===== src/rtl/id_stage_if.sv =====
// Handshake and decoded-field bundle between fetch, the decode stage and execute.
// The slave modport is the decode stage's view; the master modport is the surrounding pipeline's view.
interface id_stage_if #(
    parameter int IW = 16,
    parameter int RW = 5
);
    logic [IW-1:0] i_instr;
    logic          i_valid;
    logic          o_ready;
    logic          i_flush;
    logic          o_valid;
    logic          i_ready;
    logic [RW-1:0] o_src;
    logic [RW-1:0] o_dst;
    logic [IW-1:0] o_imm;
    logic          o_lw;
    logic          o_j;
    logic          o_br;
    logic          o_bq_blt;
    logic          o_ill;
    logic [15:0]   o_stall_cnt;

    modport slave (
        input  i_instr, i_valid, i_flush, i_ready,
        output o_ready, o_valid, o_src, o_dst, o_imm,
        output o_lw, o_j, o_br, o_bq_blt, o_ill, o_stall_cnt
    );

    modport master (
        output i_instr, i_valid, i_flush, i_ready,
        input  o_ready, o_valid, o_src, o_dst, o_imm,
        input  o_lw, o_j, o_br, o_bq_blt, o_ill, o_stall_cnt
    );
endinterface


===== src/rtl/id_stage.sv =====
// Instruction decode stage: one-entry registered output, load-use hazard interlock
// with a programmable post-load gap, and a saturating hazard-stall counter.
module id_stage #(
    parameter int IW     = 16,
    parameter int OPW    = 4,
    parameter int RW     = 5,
    parameter int SEXT   = 0,
    parameter int LU_GAP = 1
) (
    input logic       i_clk,
    input logic       i_rst,
    id_stage_if.slave bus
);

    localparam logic [OPW-1:0] OP_MOV   = OPW'(3'd0);
    localparam logic [OPW-1:0] OP_LW    = OPW'(3'd1);
    localparam logic [OPW-1:0] OP_J     = OPW'(3'd2);
    localparam logic [OPW-1:0] OP_BEQ   = OPW'(3'd3);
    localparam logic [OPW-1:0] OP_BLT   = OPW'(3'd4);
    localparam logic [3:0]     GAP_LOAD = 4'(LU_GAP);

    // Immediate is everything above the opcode, widened back to IW bits.
    function automatic logic [IW-1:0] ext_imm(input logic [IW-1:0] instr);
        logic [IW-OPW-1:0] fld;
        fld = instr[IW-1:OPW];
        if (SEXT != 0) begin
            ext_imm = {{OPW{fld[IW-OPW-1]}}, fld};
        end else begin
            ext_imm = {{OPW{1'b0}}, fld};
        end
    endfunction

    logic [OPW-1:0] opc_s;
    logic [RW-1:0]  src_s;
    logic [RW-1:0]  dst_s;
    logic [IW-1:0]  imm_s;
    logic           dec_lw_s;
    logic           dec_j_s;
    logic           dec_br_s;
    logic           dec_bq_blt_s;
    logic           dec_ill_s;

    logic           valid_r;
    logic [RW-1:0]  src_r;
    logic [RW-1:0]  dst_r;
    logic [IW-1:0]  imm_r;
    logic           lw_r;
    logic           j_r;
    logic           br_r;
    logic           bq_blt_r;
    logic           ill_r;
    logic           lw_pend_r;
    logic [RW-1:0]  lw_tag_r;
    logic [3:0]     gap_cnt_r;
    logic [15:0]    stall_cnt_r;

    logic           valid_nxt_s;
    logic [RW-1:0]  src_nxt_s;
    logic [RW-1:0]  dst_nxt_s;
    logic [IW-1:0]  imm_nxt_s;
    logic           lw_nxt_s;
    logic           j_nxt_s;
    logic           br_nxt_s;
    logic           bq_blt_nxt_s;
    logic           ill_nxt_s;
    logic           lw_pend_nxt_s;
    logic [RW-1:0]  lw_tag_nxt_s;
    logic [3:0]     gap_cnt_nxt_s;
    logic [15:0]    stall_cnt_nxt_s;

    logic           lw_held_s;
    logic           hazard_s;
    logic           ready_s;
    logic           accept_s;
    logic           leave_s;
    logic           lw_leave_s;

    assign opc_s = bus.i_instr[OPW-1:0];
    assign src_s = bus.i_instr[OPW+RW-1:OPW];
    assign dst_s = bus.i_instr[OPW+2*RW-1:OPW+RW];
    assign imm_s = ext_imm(bus.i_instr);

    // Opcode to control-flag decode; anything outside the known set is illegal.
    always_comb begin
        dec_lw_s     = 1'b0;
        dec_j_s      = 1'b0;
        dec_br_s     = 1'b0;
        dec_bq_blt_s = 1'b0;
        dec_ill_s    = 1'b0;
        case (opc_s)
            OP_MOV: dec_ill_s = 1'b0;
            OP_LW:  dec_lw_s  = 1'b1;
            OP_J:   dec_j_s   = 1'b1;
            OP_BEQ: begin
                dec_br_s     = 1'b1;
                dec_bq_blt_s = 1'b1;
            end
            OP_BLT: dec_br_s  = 1'b1;
            default: dec_ill_s = 1'b1;
        endcase
    end

    // A jump never reads its source register, so it is exempt from the interlock.
    assign lw_held_s  = valid_r & lw_r;
    assign hazard_s   = bus.i_valid & lw_pend_r & (src_s == lw_tag_r) & (opc_s != OP_J)
                        & (lw_held_s | (gap_cnt_r != 4'd0));
    assign ready_s    = ~i_rst & ~bus.i_flush & ~hazard_s & (~valid_r | bus.i_ready);
    assign accept_s   = bus.i_valid & ready_s;
    assign leave_s    = valid_r & bus.i_ready;
    assign lw_leave_s = leave_s & lw_r;

    // Output register next state: flush wins, then a new accept, then drain, else hold.
    always_comb begin
        valid_nxt_s  = valid_r;
        src_nxt_s    = src_r;
        dst_nxt_s    = dst_r;
        imm_nxt_s    = imm_r;
        lw_nxt_s     = lw_r;
        j_nxt_s      = j_r;
        br_nxt_s     = br_r;
        bq_blt_nxt_s = bq_blt_r;
        ill_nxt_s    = ill_r;
        if (bus.i_flush) begin
            valid_nxt_s = 1'b0;
        end else if (accept_s) begin
            valid_nxt_s  = 1'b1;
            src_nxt_s    = src_s;
            dst_nxt_s    = dst_s;
            imm_nxt_s    = imm_s;
            lw_nxt_s     = dec_lw_s;
            j_nxt_s      = dec_j_s;
            br_nxt_s     = dec_br_s;
            bq_blt_nxt_s = dec_bq_blt_s;
            ill_nxt_s    = dec_ill_s;
        end else if (leave_s) begin
            valid_nxt_s = 1'b0;
        end else begin
            valid_nxt_s = valid_r;
        end
    end

    // Load-use tracking; the pending flag is kept while any lw still sits in the output register.
    always_comb begin
        gap_cnt_nxt_s = gap_cnt_r;
        lw_pend_nxt_s = lw_pend_r;
        lw_tag_nxt_s  = lw_tag_r;
        if (bus.i_flush) begin
            gap_cnt_nxt_s = 4'd0;
            lw_pend_nxt_s = 1'b0;
        end else begin
            if (lw_leave_s) begin
                gap_cnt_nxt_s = GAP_LOAD;
            end else if (gap_cnt_r != 4'd0) begin
                gap_cnt_nxt_s = gap_cnt_r - 4'd1;
            end else begin
                gap_cnt_nxt_s = 4'd0;
            end
            if (accept_s && dec_lw_s) begin
                lw_pend_nxt_s = 1'b1;
                lw_tag_nxt_s  = dst_s;
            end else if (lw_pend_r && (gap_cnt_nxt_s == 4'd0) && !(valid_nxt_s && lw_nxt_s)) begin
                lw_pend_nxt_s = 1'b0;
            end else begin
                lw_pend_nxt_s = lw_pend_r;
            end
        end
    end

    // Stall counter advances on every unflushed hazard cycle and sticks at all-ones.
    always_comb begin
        stall_cnt_nxt_s = stall_cnt_r;
        if (bus.i_flush) begin
            stall_cnt_nxt_s = stall_cnt_r;
        end else if (hazard_s && (stall_cnt_r != 16'hFFFF)) begin
            stall_cnt_nxt_s = stall_cnt_r + 16'd1;
        end else begin
            stall_cnt_nxt_s = stall_cnt_r;
        end
    end

    // State registers with synchronous reset.
    always_ff @(posedge i_clk) begin
        if (i_rst) begin
            valid_r     <= 1'b0;
            src_r       <= '0;
            dst_r       <= '0;
            imm_r       <= '0;
            lw_r        <= 1'b0;
            j_r         <= 1'b0;
            br_r        <= 1'b0;
            bq_blt_r    <= 1'b0;
            ill_r       <= 1'b0;
            lw_pend_r   <= 1'b0;
            lw_tag_r    <= '0;
            gap_cnt_r   <= 4'd0;
            stall_cnt_r <= 16'd0;
        end else begin
            valid_r     <= valid_nxt_s;
            src_r       <= src_nxt_s;
            dst_r       <= dst_nxt_s;
            imm_r       <= imm_nxt_s;
            lw_r        <= lw_nxt_s;
            j_r         <= j_nxt_s;
            br_r        <= br_nxt_s;
            bq_blt_r    <= bq_blt_nxt_s;
            ill_r       <= ill_nxt_s;
            lw_pend_r   <= lw_pend_nxt_s;
            lw_tag_r    <= lw_tag_nxt_s;
            gap_cnt_r   <= gap_cnt_nxt_s;
            stall_cnt_r <= stall_cnt_nxt_s;
        end
    end

    assign bus.o_ready     = ready_s;
    assign bus.o_valid     = valid_r;
    assign bus.o_src       = src_r;
    assign bus.o_dst       = dst_r;
    assign bus.o_imm       = imm_r;
    assign bus.o_lw        = lw_r;
    assign bus.o_j         = j_r;
    assign bus.o_br        = br_r;
    assign bus.o_bq_blt    = bq_blt_r;
    assign bus.o_ill       = ill_r;
    assign bus.o_stall_cnt = stall_cnt_r;

endmodule


===== src/flat_wrapper.sv =====
// flat-port wrapper written by rule: the top's interface ports become plain ports
module id_stage_flat 
#(
    parameter int IW     = 16,
    parameter int OPW    = 4,
    parameter int RW     = 5,
    parameter int SEXT   = 0,
    parameter int LU_GAP = 1
)
  (i_clk, i_rst, bus_i_instr, bus_i_valid, bus_i_flush, bus_i_ready, bus_o_ready, bus_o_valid, bus_o_src, bus_o_dst, bus_o_imm, bus_o_lw, bus_o_j, bus_o_br, bus_o_bq_blt, bus_o_ill, bus_o_stall_cnt);
  id_stage_if #(.IW(IW), .RW(RW)) bus_i ();
  input logic i_clk;
  input logic i_rst;
  input wire logic [$bits(bus_i.i_instr)-1:0] bus_i_instr;
  input wire logic [$bits(bus_i.i_valid)-1:0] bus_i_valid;
  input wire logic [$bits(bus_i.i_flush)-1:0] bus_i_flush;
  input wire logic [$bits(bus_i.i_ready)-1:0] bus_i_ready;
  output wire logic [$bits(bus_i.o_ready)-1:0] bus_o_ready;
  output wire logic [$bits(bus_i.o_valid)-1:0] bus_o_valid;
  output wire logic [$bits(bus_i.o_src)-1:0] bus_o_src;
  output wire logic [$bits(bus_i.o_dst)-1:0] bus_o_dst;
  output wire logic [$bits(bus_i.o_imm)-1:0] bus_o_imm;
  output wire logic [$bits(bus_i.o_lw)-1:0] bus_o_lw;
  output wire logic [$bits(bus_i.o_j)-1:0] bus_o_j;
  output wire logic [$bits(bus_i.o_br)-1:0] bus_o_br;
  output wire logic [$bits(bus_i.o_bq_blt)-1:0] bus_o_bq_blt;
  output wire logic [$bits(bus_i.o_ill)-1:0] bus_o_ill;
  output wire logic [$bits(bus_i.o_stall_cnt)-1:0] bus_o_stall_cnt;
  assign bus_i.i_instr = bus_i_instr;
  assign bus_i.i_valid = bus_i_valid;
  assign bus_i.i_flush = bus_i_flush;
  assign bus_i.i_ready = bus_i_ready;
  assign bus_o_ready = bus_i.o_ready;
  assign bus_o_valid = bus_i.o_valid;
  assign bus_o_src = bus_i.o_src;
  assign bus_o_dst = bus_i.o_dst;
  assign bus_o_imm = bus_i.o_imm;
  assign bus_o_lw = bus_i.o_lw;
  assign bus_o_j = bus_i.o_j;
  assign bus_o_br = bus_i.o_br;
  assign bus_o_bq_blt = bus_i.o_bq_blt;
  assign bus_o_ill = bus_i.o_ill;
  assign bus_o_stall_cnt = bus_i.o_stall_cnt;
  id_stage #(.IW(IW), .OPW(OPW), .RW(RW), .SEXT(SEXT), .LU_GAP(LU_GAP)) u_core (.i_clk(i_clk), .i_rst(i_rst), .bus(bus_i));
endmodule

===== config.mk =====
export PLATFORM = sky130hd
export DESIGN_NAME = id_stage_flat
export DESIGN_NICKNAME = d
export VERILOG_FILES = /design/src/rtl/id_stage_if.sv /design/src/rtl/id_stage.sv /design/src/flat_wrapper.sv
export SDC_FILE = /design/constraint.sdc
export NUM_CORES = 1
export LEC_CHECK = 0
export BUFFER_PORTS_ARGS = -buffer_cell sky130_fd_sc_hd__buf_2
export CORE_ASPECT_RATIO = 0.75
export CORE_MARGIN = 1
export CORE_UTILIZATION = 50
export DETAILED_ROUTE_END_ITERATION = 7
export GPL_ROUTABILITY_DRIVEN = 0
export PLACE_DENSITY = 0.77
export SLEW_MARGIN = 10
export SYNTH_ARGS = -nofsm -noshare
export SYNTH_HDL_FRONTEND = slang
export SYNTH_SLANG_ARGS = --single-unit
export TNS_END_PERCENT = 20

===== constraint.sdc =====
create_clock -name i_clk -period 2.83 [get_ports i_clk]
set_input_delay 0.283 -clock i_clk [delete_from_list [all_inputs] [get_ports i_clk]]
set_output_delay 0.283 -clock i_clk [all_outputs]
set_load 0.03 [all_outputs]

* Yosys cells after proc, flatten, opt, wreduce, memory -nomap -nowiden
Cells that the tools add are included.
W data, S select, Z words.
** Operators by class
- Reductions and logical operators :: 16
- Equal/unequal tests :: 7
- Bitwise gates (word level) :: 17
- Add/subtract/negate cells :: 2
- Multiplexer cells :: 15
** Operators by type and width (count)
- $add A16 B1 Y16 const B :: 1
- $ne A16 B16 Y1 const B :: 1
- $mux W1 :: 12
- $mux W4 :: 3
- $and A1 B1 Y1 :: 11
- $eq A4 B2 Y1 const B :: 2
- $logic_not A4 Y1 :: 2
- $reduce_and A2 Y1 :: 3
- $eq A5 B5 Y1 :: 1
- $logic_and A1 B1 Y1 :: 5
- $reduce_or A5 Y1 :: 1
- $eq A4 B1 Y1 const B :: 1
- $eq A4 B3 Y1 const B :: 1
- $ne A4 B2 Y1 const B :: 1
- $not A1 Y1 :: 4
- $reduce_bool A4 Y1 :: 1
- $reduce_or A2 Y1 :: 2
- $sub A4 B1 Y4 const B :: 1
- $or A1 B1 Y1 :: 2
- $reduce_bool A2 Y1 :: 1
- $logic_not A1 Y1 :: 1
** Word-level totals
- Logic and storage cells :: 70
- Bits in registers :: 54

* Longest topological paths before layout
Gate-level depths: netlist of run 1.
- Word-level depth :: 15
- Mapped depth :: 9
- Gate-level depth less buffers :: 7

* Least setup slack after synthesis of run 1
Ideal clock, no wire load.
- Path kind :: register -> register
- Start :: reg u_core.stall_cnt_r[0], in the netlist u_core.bus.o_stall_cnt[0]
- End :: reg u_core.stall_cnt_r[1], in the netlist u_core.bus.o_stall_cnt[1]
- Cell stages (with the launch flop) :: 8
- Library setup time :: 132 ps
- Path slack :: 538 ps
- Required time :: 2698 ps
- Path buffers :: 1
- Clock period less this slack :: 2292 ps
- Arrival :: 2160 ps
- Cell sequence :: dfxtp_1 > ha_1 > and2_1 > nand4_1 > o31ai_1 > clkbuf_1 > or3_1 > a21oi_1
** Between the ends
- Cells in the longest elaborated chain, start to end :: 3
** Ends and longest elaborated chain
- start: declaration :: RTL line id_stage.sv:55 : logic [15:0] stall_cnt_r;
- start signal: assignment :: RTL line id_stage.sv:210 : stall_cnt_r <= stall_cnt_nxt_s;
- branches (longest 3 deep; another with $add A16 B1 Y16)
Several ways; the timed one is not identified.
A chain may end at the register's enable or synchronous reset.

* Final worst setup path of run 1
- Start :: reg u_core.lw_tag_r[4]
- End :: out bus_o_ready
** Between the ends
- Cells in the longest elaborated chain, start to end :: 7
** Ends and longest elaborated chain
- start: declaration :: RTL line id_stage.sv:53 : logic [RW-1:0] lw_tag_r;
- start signal: assignment :: RTL line id_stage.sv:208 : lw_tag_r <= lw_tag_nxt_s;
- $eq A5 B5 Y1 :: RTL line id_stage.sv:105 : assign hazard_s = bus.i_valid & lw_pend_r & (src_s == lw_tag_r) & (opc_s != OP_J)
- $and A1 B1 Y1 (2 in a row) :: RTL line id_stage.sv:105
- $and A1 B1 Y1 :: RTL line id_stage.sv:106 : & (lw_held_s | (gap_cnt_r != 4'd0));
- $not A1 Y1 :: RTL line id_stage.sv:107 : assign ready_s = ~i_rst & ~bus.i_flush & ~hazard_s & (~valid_r | bus.i_ready);
- $and A1 B1 Y1 (2 in a row) :: RTL line id_stage.sv:107
- end: declaration :: RTL line flat_wrapper.sv:18 : output wire logic [$bits(bus_i.o_ready)-1:0] bus_o_ready;
Every way passes these cells.

==> impl_metrics.env, run 1 <==
export IMPL_status="finished, final reports clean"
export IMPL_clkTransAtPathRegs_ps=80
export IMPL_drtIter0Drc=54
export IMPL_synth_top_cell_area_share=0.415
export IMPL_synthCells=267
export IMPL_finalHoldWorstSlack_ps=225
export IMPL_firstDrtPassIters=4
export IMPL_vias_per_cell=5.36
export IMPL_drv_cap=0
export IMPL_switching_share=0.263
export IMPL_comb_power_share=0.124
export IMPL_diodes=0
export IMPL_antenna_found_initial=0
export IMPL_worstPathCellList="xor2_1 -> or4_4 -> or3_4 -> and3_1 -> buf_2"
export IMPL_critPathArrivalTime_ps=2190
export IMPL_ios=70
export IMPL_syn_to_final_growth_pct=17.9
export IMPL_final_hold_violation_count=0
export IMPL_numCtsBuffers=5
export IMPL_crit_type="flip-flop to primary output"
export IMPL_min_path_type="input pin to flip-flop"
export IMPL_wl_mm=4.65
export IMPL_start_util=0.523
export IMPL_fin_area_um2=2500
export IMPL_end_kind="primary output"
export IMPL_power_leakage_nw=1.02
export IMPL_async_flop_share=0
export IMPL_rsz0062_at_grt="false"
export IMPL_post_route_min_period_ps=2470
export IMPL_fp_dieW_um=77.2
export IMPL_dpl_hpwl_mm=3.34
export IMPL_busiest_layer="met2"
export IMPL_synth_area_top_cells="dfxtp_1, a21oi_1, nand2_1"
export IMPL_ys_seq_area_frac=0.415
export IMPL_crit_fanout=21
export IMPL_clock_latency_ps=290
export IMPL_fin_setup_tns_ps=0
export IMPL_synth_most_common_cell="nand2_1"
export IMPL_power_w=0.00115
export IMPL_die_y_um=58.4
export IMPL_die_area_um2=4510
export IMPL_finalClockSkew_ps=6.46
export IMPL_routed_via_count=2021
export IMPL_timing_critical_path_slowest_stage_cell="or4_4"
export IMPL_antenna_left=0
export IMPL_ys_types=36
export IMPL_critPathMaxStageDelay_ps=570
export IMPL_syn_avg_cell_area_um2=7.95
export IMPL_cts_sinks=44
export IMPL_post_route_period_util=0.873
export IMPL_place_area_um2=2420
export IMPL_final_setup_viol_count=0
export IMPL_ys_ff_latch=44
export IMPL_grt_pass1_wl_mm=7.58
export IMPL_htreeDepth=2
export IMPL_cts_max_path_buffers=2
export IMPL_p_sw_w=0.000303
export IMPL_fmax_ghz=0.405
export IMPL_portBuffers=65
export IMPL_p_per_area_nw_per_um2=459
export IMPL_num_rows=20
export IMPL_final_layout_size_suffix_gt1_frac=0.258
export IMPL_cp_required_ps=2550
export IMPL_r2r_start="u_core.lw_tag_r[4]$_SDFFE_PP0P_"
export IMPL_grt_util_met1=0.300
export IMPL_grt_max_degree=40
export IMPL_cts_tree="done"
export IMPL_final_cell_count_no_fill=377
export IMPL_core_area_um2=4050
export IMPL_use_met2=0.316
export IMPL_dp_cells=370
export IMPL_synth_flop_cell="dfxtp_1"
export IMPL_synth_top_area_cell="dfxtp_1"
export IMPL_cts_setup_buffers=0
export IMPL_clockRootBuffer="clkbuf_8"
export IMPL_synth_warning_count=0
export IMPL_use_met3=0.0543
export IMPL_min_delay_start="bus_i_instr[15]"
export IMPL_p_seq_frac=0.555
export IMPL_drv_slew=0
export IMPL_synth_edff_count=0
export IMPL_crit_path_start_kind="flip-flop"
export IMPL_grt_usage=0.213
export IMPL_clockPowerShare=0.321
export IMPL_syn_area_um2=2120
export IMPL_overflow=0
export IMPL_synth_commonest_cells="nand2_1, dfxtp_1, a21oi_1"
export IMPL_avgRoutedWirePerCell_um=12.3
export IMPL_internal_power_w=0.000847
export IMPL_ir_worst_vdd_mv=0.311
export IMPL_drc=0
export IMPL_crit_path_start="u_core.lw_tag_r[4]$_SDFFE_PP0P_"
export IMPL_grt_pass1_vias=1664
export IMPL_final_nets=345
-- routing by layer --
metal  routed length, µm  part of all wire
met4                  29            0.0062
met5                   0                 0
met1                2400              0.52
met3                 238             0.051
met2                1980              0.43
-- power groups by stage --
| stage | combinational [W] | clock (W) | sequential [W] |
|---|---|---|---|
| after CTS | 0.000142 | 0.000380 | 0.000637 |
| after global routing | 0.000155 | 0.000400 | 0.000639 |
| after detailed placement | 0.000141 | 0 | 0.000652 |
| after global placement | 0.000140 | 0 | 0.000652 |
| final | 0.000143 | 0.000369 | 0.000637 |
| after floorplan | 0.0000876 | 0 | 0.000666 |
-- repair_timing --
action                     in CTS  in global routing
resized for setup               0                  1
hold buffers                    0                  0
setup endpoints to repair       0                  1
-- logic make-up after synthesis --
logic type / after synthesis / share of synthesized area
adder cells (fa/ha/maj): 3 / 0.0165
multiplexers: 1 / 0.00531
AO/OA/AOI/OAI: 68 / 0.182
other: 1 / 0.00177
AND/OR/NAND/NOR: 109 / 0.261
flip-flops: 44 / 0.415
buffers and inverters: 34 / 0.0890
XOR/XNOR: 7 / 0.0289
-- state kept, by name (all words and copies together) (netlist names), 4 cells and up --
signal,count
u_core.gap_cnt_r,4
u_core.bus.o_dst,4
u_core.bus.o_stall_cnt,16
u_core.bus.o_imm,4
u_core.lw_tag_r,5
u_core.bus.o_src,4
-- cell type report --
| class | instances | area [µm²] |
|---|---|---|
| tap | 55 | 68.8 |
| fill | 397 | 1550 |
| inverter | 8 | 30.0 |
| clock buffer | 6 | 72.6 |
| timing repair buffer | 71 | 370 |
| sequential | 44 | 881 |
| clock inverter | 1 | 5.00 |
| multi-input combinational | 192 | 1070 |
-- worst max-delay path, delay by kind of cell, from the launching register on --
kind                   cells  cell delay [ps]
AND/OR/NAND/NOR            3             1260
flip-flops                 1              320
buffers and inverters      1              170
XOR/XNOR                   1              150
-- worst paths after layout --
kind / slack [ps] / cells past startpoint / endpoint
worst min-delay path: 220 / 3 / u_core.bus.o_imm[11]$_SDFFE_PP0P_
worst min register to register: 460 / 2 / u_core.bus.o_bq_blt$_SDFFE_PP0P_
worst max-delay path: 360 / 5 / bus_o_ready
worst max register to register: 440 / 5 / u_core.bus.o_stall_cnt[13]$_SDFFE_PP0P_
-- stage by stage --
step,utilization,worst slack [ps]
after floorplan,-,538
after global placement,0.597,259
after detailed placement,0.597,193
after CTS,0.616,143
after global routing,0.617,249
final,0.617,360
-- cells in the final DEF, fill, tap and decap left out, types with 2 or more instances in the layout --
master	instances
or4_1	11
clkbuf_8	5
and2_1	2
nor2_1	11
a21boi_0	2
nand4_1	5
dfxtp_1	44
inv_1	8
buf_4	6
conb_1	4
o31ai_1	13
and3_1	3
buf_2	65
o21ai_0	11
ha_1	2
nand3_1	14
a21oi_1	39
xnor2_1	4
xor2_1	3
or4_4	2
nand2_1	45
or3_1	6
Note: power is estimated with default switching activity, not from simulation.
==> inputs of run 2 (changes only) <==
- PLACE_DENSITY: 0.77 -> 0.86
==> impl_metrics.env, run 2 (synthesized netlist as in run 1, its figures left out) <==
export IMPL_status="finished, final reports clean"
export IMPL_grt_pass1_wl_mm=7.64
export IMPL_clockRootBuffer="clkbuf_8"
export IMPL_min_path_type="input pin to flip-flop"
export IMPL_path_delay_family="simple AND/OR/NAND/NOR gates"
export IMPL_dpl_hpwl_mm=3.43
export IMPL_critPathArrivalTime_ps=2230
export IMPL_dp_slack_ps=186
export IMPL_post_route_min_period_ps=2510
export IMPL_core_area_um2=4050
export IMPL_crit_type="flip-flop to primary output"
export IMPL_power_leakage_nw=1.02
export IMPL_overflow=0
export IMPL_tightest_slew_ps=897
export IMPL_routed_via_count=2047
export IMPL_vias_per_cell=5.44
export IMPL_clkTransAtPathRegs_ps=80
export IMPL_cts_tree="done"
export IMPL_ios=70
export IMPL_final_cell_count_no_fill=376
export IMPL_ir_worst_vdd_mv=0.195
export IMPL_drc=0
export IMPL_r2r_slack_ps=340
export IMPL_final_nets=343
export IMPL_num_rows=20
export IMPL_fmax_ghz=0.398
export IMPL_start_util=0.523
export IMPL_die_area_um2=4510
export IMPL_antenna_found_initial=0
export IMPL_cts_setup_buffers=0
export IMPL_final_setup_viol_count=0
export IMPL_dp_cells=368
export IMPL_htreeDepth=2
export IMPL_final_hold_violation_count=0
export IMPL_fin_setup_tns_ps=0
export IMPL_p_per_area_nw_per_um2=475
export IMPL_diodes=0
export IMPL_grt_max_degree=40
export IMPL_timing_critical_path_slowest_stage_cell="or4_4"
export IMPL_cp_required_ps=2550
export IMPL_crit_path_start_kind="flip-flop"
export IMPL_end_kind="primary output"
export IMPL_cts_sinks=44
export IMPL_final_cell_mix="buf_2, nand2_1, dfxtp_1"
export IMPL_fin_ws_ps=317
export IMPL_grt_pass1_vias=1706
export IMPL_layout_commonest_cell="buf_2"
export IMPL_drtIter0Drc=118
export IMPL_path_buf_inv=1
export IMPL_crit_fanout=21
export IMPL_largest_reg_flops=16
export IMPL_worstPathCellList="xor2_1 -> or4_4 -> or3_4 -> and3_1 -> buf_2"
export IMPL_antenna_left=0
export IMPL_wl_mm=4.75
export IMPL_rsz0062_at_grt="false"
export IMPL_syn_to_final_growth_pct=17.9
export IMPL_clock_latency_ps=300
export IMPL_cts_max_path_buffers=2
export IMPL_finalClockSkew_ps=5.47
export IMPL_critPathMaxStageDelay_ps=570
export IMPL_slew_headroom=0.398
export IMPL_avgRoutedWirePerCell_um=12.6
export IMPL_firstDrtPassIters=4
export IMPL_fill_cells=375
export IMPL_final_layout_size_suffix_gt1_frac=0.255
export IMPL_numCtsBuffers=5
export IMPL_die_y_um=58.4
export IMPL_power_w=0.00119
export IMPL_drv_slew=0
export IMPL_portBuffers=65
export IMPL_drv_cap=0
export IMPL_post_route_period_util=0.888
export IMPL_fp_dieW_um=77.2
export IMPL_grt_usage=0.218
run 2: metal layers:
| layer | part of all wire | routed length, µm | track usage | vias up |
|---|---|---|---|---|
| li1 | - | - | - | 1037 |
| met1 | 0.48 | 2270 | 0.295 | 934 |
| met2 | 0.44 | 2070 | 0.329 | 68 |
| met3 | 0.065 | 310 | 0.0543 | 8 |
| met4 | 0.019 | 89 | 0.105 | 0 |
| met5 | 0 | 0 | 0 | - |
run 2: repair_timing:
action	in CTS	in global routing
gates resized for setup	0	1
hold buffers	0	0
setup endpoints to repair	0	1
run 2: cell type report:
class / instances / area [µm²] / area share
inverter: 8 / 30.0 / 0.0120
clock inverter: 1 / 7.51 / 0.00300
timing repair buffer: 69 / 355 / 0.142
sequential: 44 / 881 / 0.352
multi-input combinational: 192 / 1070 / 0.429
clock buffer: 7 / 86.3 / 0.0345
tap: 55 / 68.8 / 0.0275
run 2: metrics by stage:
stage / instance area, µm² / utilization / hold slack [ps]
floorplan: 2130 / - / 419
global placement: 2400 / 0.593 / 439
detailed placement: 2400 / 0.593 / 450
CTS: 2500 / 0.616 / 206
global route: 2500 / 0.617 / 206
finish: 2500 / 0.617 / 214
run 2: power breakdown:
group	total (W)	switching (W)	internal, W
Sequential	0.000637	0.00000783	0.000630
Clock	0.000411	0.000213	0.000198
Combinational	0.000141	0.0000935	0.0000473
Total	0.00119	0.000314	0.000875
run 2: worst paths after layout:
| check | cells after the start | startpoint | end |
|---|---|---|---|
| worst max register to register | 6 | u_core.lw_tag_r[4]$_SDFFE_PP0P_ | u_core.lw_tag_r[0]$_SDFFE_PP0P_ |
| worst max-delay path | 5 | u_core.lw_tag_r[4]$_SDFFE_PP0P_ | bus_o_ready |
| worst min register to register | 2 | u_core.bus.o_ill$_SDFFE_PP0P_ | u_core.bus.o_ill$_SDFFE_PP0P_ |
| worst min-delay path | 3 | bus_i_instr[15] | u_core.bus.o_imm[11]$_SDFFE_PP0P_ |
run 2: worst reg2reg max path, delay by kind of cell, from the launching register on:
kind / cells / cell delay (ps)
AND/OR/NAND/NOR: 1 / 570
flip-flops: 1 / 320
buffers and inverters: 1 / 310
XOR/XNOR: 1 / 160
AO/OA/AOI/OAI: 3 / 1060
